## config.mk

```make
export PLATFORM = sky130hd
export DESIGN_NAME = fetch_stage
export DESIGN_NICKNAME = d
export VERILOG_FILES = /design/src/rtl/fetch_stage.sv
export SDC_FILE = /design/constraint.sdc
export NUM_CORES = 1
export LEC_CHECK = 0
export CAP_MARGIN = 20
export CORE_MARGIN = 2
export CORE_UTILIZATION = 53
export CTS_CLUSTER_SIZE = 10
export DETAILED_ROUTE_END_ITERATION = 10
export MAX_ROUTING_LAYER = met4
export PLACE_DENSITY = 0.87
export SLEW_MARGIN = 15
export SYNTH_ARGS = -nofsm -noshare
export SYNTH_HDL_FRONTEND = slang
export SYNTH_SLANG_ARGS = --single-unit
```

## constraint.sdc

```tcl
create_clock -name clk -period 9.1 [get_ports clk]
set_input_delay 1.82 -clock clk [delete_from_list [all_inputs] [get_ports clk]]
set_output_delay 1.82 -clock clk [all_outputs]
set_load 0.02 [all_outputs]
```

## src/rtl/fetch_stage.sv

```systemverilog
// -----------------------------------------------------------------------------
// fetch_stage
//   Instruction fetch stage with a three-state memory handshake FSM and the
//   IF/ID pipeline register.
//
//   The request to instruction memory is always valid. A request that is not
//   answered in its issue cycle is latched and held until the memory answers.
//   A redirect (taken branch or writeback PC write) that arrives while a
//   request is outstanding marks that request's returning word as stale. The
//   word is then discarded instead of being written into IF/ID.
//
// Ports
//   clk           : clock, rising edge
//   reset         : asynchronous active-low reset
//   StallF        : hold PC
//   StallD        : hold IF/ID (StallD=1 implies StallF=1)
//   FlushD        : replace IF/ID contents with a bubble
//   PCSrcW        : writeback redirect, target ResultW
//   BranchTakenE  : execute-stage redirect, target ALUResultE (wins over PCSrcW)
//   ResultW       : writeback redirect target
//   ALUResultE    : branch target
//   ImemReqF      : instruction memory request (always 1 out of reset)
//   ImemAddrF     : word-aligned request address
//   ImemRdyF      : memory returns ImemRDataF for the held request this cycle
//   ImemRDataF    : instruction word from memory
//   InstrD        : decode-stage instruction
//   PCPlus8D      : fetch address of InstrD plus 8
//   ValidD        : InstrD is a real instruction (0 = bubble)
//   FetchWaitF    : fetch is blocked waiting on memory
// -----------------------------------------------------------------------------
module fetch_stage (
  input  logic        clk,
  input  logic        reset,
  input  logic        StallF,
  input  logic        StallD,
  input  logic        FlushD,
  input  logic        PCSrcW,
  input  logic        BranchTakenE,
  input  logic [31:0] ResultW,
  input  logic [31:0] ALUResultE,
  output logic        ImemReqF,
  output logic [31:0] ImemAddrF,
  input  logic        ImemRdyF,
  input  logic [31:0] ImemRDataF,
  output logic [31:0] InstrD,
  output logic [31:0] PCPlus8D,
  output logic        ValidD,
  output logic        FetchWaitF
);

  localparam logic [1:0] ST_FETCH     = 2'd0;
  localparam logic [1:0] ST_WAIT      = 2'd1;
  localparam logic [1:0] ST_WAIT_DROP = 2'd2;

  // Addresses are held as word indices so the low two bits are zero by
  // construction; PC+4 becomes index+1 and wraps naturally at 2^30.
  logic [1:0]  state_r;
  logic [1:0]  state_next_s;
  logic [29:0] pc_r;
  logic [29:0] req_r;
  logic [29:0] fetch_addr_s;
  logic [29:0] target_s;
  logic        redirect_s;
  logic        complete_s;
  logic        capture_s;

  // Redirect decode, current request address and fetch outcome.
  always_comb begin
    redirect_s = BranchTakenE | PCSrcW;
    if (BranchTakenE) begin
      target_s = ALUResultE[31:2];
    end else begin
      target_s = ResultW[31:2];
    end
    if (state_r == ST_FETCH) begin
      fetch_addr_s = pc_r;
    end else begin
      fetch_addr_s = req_r;
    end
    // A word answered in WAIT_DROP belongs to an abandoned path.
    complete_s = ImemRdyF & (state_r != ST_WAIT_DROP);
    // A redirect in the same cycle also makes the returning word stale.
    capture_s  = complete_s & ~redirect_s;
  end

  // Memory handshake FSM next-state logic.
  always_comb begin
    state_next_s = state_r;
    case (state_r)
      ST_FETCH: begin
        if (ImemRdyF) begin
          state_next_s = ST_FETCH;
        end else if (redirect_s) begin
          state_next_s = ST_WAIT_DROP;
        end else begin
          state_next_s = ST_WAIT;
        end
      end
      ST_WAIT: begin
        if (ImemRdyF) begin
          state_next_s = ST_FETCH;
        end else if (redirect_s) begin
          state_next_s = ST_WAIT_DROP;
        end else begin
          state_next_s = ST_WAIT;
        end
      end
      ST_WAIT_DROP: begin
        if (ImemRdyF) begin
          state_next_s = ST_FETCH;
        end else begin
          state_next_s = ST_WAIT_DROP;
        end
      end
      default: begin
        state_next_s = ST_FETCH;
      end
    endcase
  end

  // FSM state, PC and latched request address.
  always_ff @(posedge clk or negedge reset) begin
    if (!reset) begin
      state_r <= ST_FETCH;
      pc_r    <= 30'd0;
      req_r   <= 30'd0;
    end else begin
      state_r <= state_next_s;
      // The unanswered address stays on the bus while PC may be redirected.
      if ((state_r == ST_FETCH) && !ImemRdyF) begin
        req_r <= pc_r;
      end else begin
        req_r <= req_r;
      end
      if (redirect_s) begin
        pc_r <= target_s;
      end else if (capture_s && !StallF) begin
        pc_r <= fetch_addr_s + 30'd1;
      end else begin
        pc_r <= pc_r;
      end
    end
  end

  // IF/ID pipeline register.
  always_ff @(posedge clk or negedge reset) begin
    if (!reset) begin
      InstrD   <= 32'd0;
      PCPlus8D <= 32'd0;
      ValidD   <= 1'b0;
    end else if (FlushD) begin
      InstrD   <= 32'd0;
      PCPlus8D <= 32'd0;
      ValidD   <= 1'b0;
    end else if (StallD) begin
      InstrD   <= InstrD;
      PCPlus8D <= PCPlus8D;
      ValidD   <= ValidD;
    end else if (capture_s) begin
      InstrD   <= ImemRDataF;
      PCPlus8D <= {fetch_addr_s, 2'b00} + 32'd8;
      ValidD   <= 1'b1;
    end else begin
      InstrD   <= 32'd0;
      PCPlus8D <= 32'd0;
      ValidD   <= 1'b0;
    end
  end

  assign ImemReqF   = 1'b1;
  assign ImemAddrF  = {fetch_addr_s, 2'b00};
  assign FetchWaitF = (state_r != ST_FETCH);

endmodule

```

Word-level counts from Yosys, hierarchy flattened
Index checks and enable logic that the tools add are counted.

Register bits after elaboration: 127. Input bits: 104. Output and inout port bits: 99. Logic and storage cells: 41.

$add $sub $neg: 2. Equality and inequality tests: 4. Muxes and demuxes: 17. Bitwise logic cells: 4. Reductions and logical operators: 8.

Operators with widths (count): two-way mux 32 bit (6); two-way mux 30 bit (4); adder 32 x 4 -> 32 bit (second input constant) (1); adder 30 x 1 -> 30 bit (second input constant) (1); two-way mux 2 bit (3); case mux 2 bit (2 select lines) (1); nonzero test 2 bit (2); two-way mux 1 bit (3); bitwise AND 1 bit (2); == test 2 x 1 -> 1 bit (second input constant) (1); == test 2 bit (second input constant) (1); logical AND 1 bit (2); zero test 1 bit (2); zero test 2 bit (1); != test 2 x 1 -> 1 bit (second input constant) (1); != test 2 bit (second input constant) (1); OR reduction 2 bit (1); inverter 1 bit (1); OR 1 bit (1).

Logic depth before layout (Yosys ltp)
Word-level depth: 6. Depth in mapped cells: 13. Gate-level depth less buffers: 9.

Least setup slack after synthesis
OpenSTA, ideal clock, no wires.

Path kind: reg-to-output. From: register state_r[0]. To: output port ImemAddrF[18]. Arrival: 1.736 ns. Data required time: 7.280 ns. Path slack: 5.544 ns. Cell stages (with the launch flop): 8. Path buffers: 3. Cells stage by stage: dfrtp_1 -> buf_6 -> buf_6 -> nor2_2 -> inv_2 -> buf_1 -> mux2i_1 -> inv_1.

Word-level cells in the longest chain between the ends: 2.

Ends and longest elaborated chain: from (decl) (RTL line 57) `logic [1:0] state_r;`; from (signal assigned) (RTL line 128) `state_r <= state_next_s;`; zero test 2 bit (RTL line 75) `if (state_r == ST_FETCH) begin`; two-way mux 30 bit (RTL line 75); to (decl) (RTL line 42) `output logic [31:0] ImemAddrF,`.

Every way passes these cells.

Final worst setup path
From: register state_r[1]. To: output port ImemAddrF[19].

The elaborated chain is that of the path after synthesis.

==> metrics.txt <==
register area roughly 3100 sq um; All-Layer GR Usage 0.3248; Worst EP arrival 3.31 ns; Reg clk slew, reported paths 0.06 ns; setup TNS 0 ns; Worst Hold Class reg -> reg; Worst Max-Slew Pin Slew 0.9721 ns; pre-CTS WS 4.320 ns; Multi-input gate area 3727 sq um; Max IR drop VDD 0.1237 mV; RR Startpoint state_r[1]; Post-synth ARST share 1.000; Area Growth Syn to Fin 35.14%; WL final 22710 microns; final worst path period need 5.131 ns; first-pass GRT wire length between 30000 and 40000 microns; RSZ-0062 raised after global routing no; synthesized cell area 7206 sq um; number of vias per cell 6.451; Final Wtd Congestion 0.8857; PostCTS Resize Cnt 0; Worst setup SP type flop; CTS H-tree lvls 4; final worst path period share 0.5638; DR iter-0 viols just over 800; Hold Path Sink PCPlus8D[12]; io pins approximately 200; Mapped Cells 734; Seq/Total Area, Yosys 0.4341; vias in the first global route 6712; Synth Register Bits about 130; Crit path required time 7.28 ns; clk_lat worst skew 0.42 ns; clock sink count between 100 and 150; Clock power frac 0.352; DRT Pass-1 Iters 10; root buffer cell clkbuf_16; Detail Route Antenna Nets 0; initial core utilization 0.5441; DR vias around 7000; clock buffer depth 2; crit path kind reg -> out; total CTS buffers 17; max frequency 194.9 MHz; number of antenna diodes 0; Die Footprint between 10000 and 15000 sq um; post-synth cell types 67; final net count around 1000; placed standard-cell area around 9200 sq um; Rel. slew slack 0.3500; core area 13240 sq um; final setup vio count 0; WL/cell 20.80 microns; crit end category primary output; CP Launch Point state_r[1]; switching share of power 0.3321; Hold Path Origin PCPlus8D[12]; critical path peak fanout 55; Critical Path Max Stage Delay 0.73 ns; Synth Flop Type dfrtp_1; DRC viols 0; CTS tree done; pwr dens 180.3 nW/um^2; grt total ovfl 0; critical path's slowest cell clkdlybuf4s50_1; die height 120.6 microns; Rows between 40 and 50; status finished clean; share of layout cells above drive strength 1 0.1146; CP cell instances buf_4 > nor2_2 > inv_2 > o21ai_0 > clkdlybuf4s50_1; hold depth 2; number of post-CTS setup repair buffers 0; Hold-fix buffers, CTS 0; leak pwr 4.012 nW; clock skew 0.01156 ns; FF-to-FF setup slack 4.92 ns; initial antenna violation count 0; Final Total Pwr 1.756 mW; Pint 1.173 mW; largest net degree at the start of global routing between 60 and 70; Buffers on Ports 193; fin. max-slew vios 0; P_sw 583.2 uW; Fillers 992; sequential power share 0.378; Synth warnings 0; Gate power share 0.270; Design Area, Final about 10000 sq um; Syn Area/Cell 9.817 sq um; EDFF count, synth 0; worst r2r path cells 11; Fin. Hold Viols 0; FF-to-FF End pc_r[23]; DPL Wire Length 15240 microns; Final WS setup 3.969 ns; die extent in x 120.6 microns; MaxCap Viol Count 0
state kept, by name, summed over array words and instances (netlist names):
register  count
req_r        30
state_r       2
PCPlus8D     30
pc_r         30
InstrD       32
ValidD        1
worst max-delay path, delay by kind of cell (launching register included):
kind / cells / cell delay [ns]
AO/OA/AOI/OAI: 1 / 0.68
AND/OR/NAND/NOR: 1 / 0.38
flip-flops: 1 / 0.40
buffers and inverters: 3 / 1.39
power by group through the flow:
stage          logic, mW  registers (mW)  clock network [mW]
4_1_cts            0.469           0.659               0.618
2_1_floorplan      0.278           0.656                   0
3_5_place_dp       0.464           0.667                   0
6_report           0.475           0.663               0.618
5_1_grt            0.508           0.669               0.651
3_3_place_gp       0.456           0.665                   0
per-layer routing:
metal	global-route usage	wire length, microns	up-vias
met4	0.1279	625	0
met1	0.4217	9186	3384
met5	-	0	-
met2	0.4883	10570	470
met3	0.08538	2327	61
li1	-	-	3129
synth_stat cells (all sizes together) (6+ instances only):
cell type	n	area share
nand2	76	0.040
nor2	19	0.010
inv	23	0.012
a22oi	10	0.014
and4	7	0.0085
dfrtp	125	0.43
buf	25	0.021
nand4bb	13	0.020
nand3	30	0.021
a21o	6	0.0063
a31oi	14	0.012
clkbuf	35	0.018
or3	7	0.0061
nand4	13	0.012
and2	17	0.015
mux2i	16	0.022
o211ai	26	0.027
o21ai	52	0.036
a22o	38	0.046
or3b	6	0.0073
a21oi	22	0.015
mux2	40	0.063
o31ai	9	0.0094
a31o	9	0.011
xnor2	15	0.018
a32o	10	0.014
or4bb	6	0.0094
cells in the final DEF, fill, tap and decap left out, types with 13 or more instances in the layout:
cell             instances
xnor2_1                 15
mux2i_1                 16
nand3_1                 30
nand2_1                 76
nand4bb_1               13
dfrtp_1                125
buf_4                   14
a31oi_1                 14
a22o_1                  38
clkdlybuf4s50_1        192
o21ai_0                 49
a21oi_1                 22
o211ai_1                26
nor2_1                  17
clkbuf_16               17
mux2_2                  40
and2_1                  16
inv_1                   22
stage by stage:
stage | instances | hold WS (ns) | utilization
finish | 1092 | 0.4778 | 0.7354
global route | 1092 | 0.4993 | 0.7354
CTS | 1091 | 0.4846 | 0.7350
detailed placement | 1059 | 0.4720 | 0.6944
global placement | 1059 | 0.4624 | 0.6944
floorplan | 737 | 0.4569 | -
kinds of logic (layout without fill, tap and decap cells):
kind of cell,Yosys count,in the layout,share of synthesized area
other cells,2,5,0.001042
buf+inv,85,264,0.05227
simple gates,214,214,0.1676
xor+xnor,19,19,0.02309
compound gates,231,231,0.2337
fa+ha+maj,2,2,0.003472
flops,125,125,0.4341
mux,56,56,0.08474
worst max path at each step:
stage,to,cells past startpoint,slack [ns]
after floorplan,ImemAddrF[18],7,5.54
after global placement,PCPlus8D[10],6,4.31
after detailed placement,PCPlus8D[10],6,4.32
after CTS,ImemAddrF[19],5,4.09
after global routing,ImemAddrF[15],6,3.88
final,ImemAddrF[19],5,3.97
final cells by class:
class,instances,share of cell area
Clock buffer,18,0.04407
Sequential cell,125,0.3212
Tap cell,176,0.02261
Timing Repair Buffer,207,0.2087
Inverter,25,0.009636
Multi-Input combinational cell,527,0.3828
Clock inverter,14,0.01105
(Power assumes the default switching activity.)
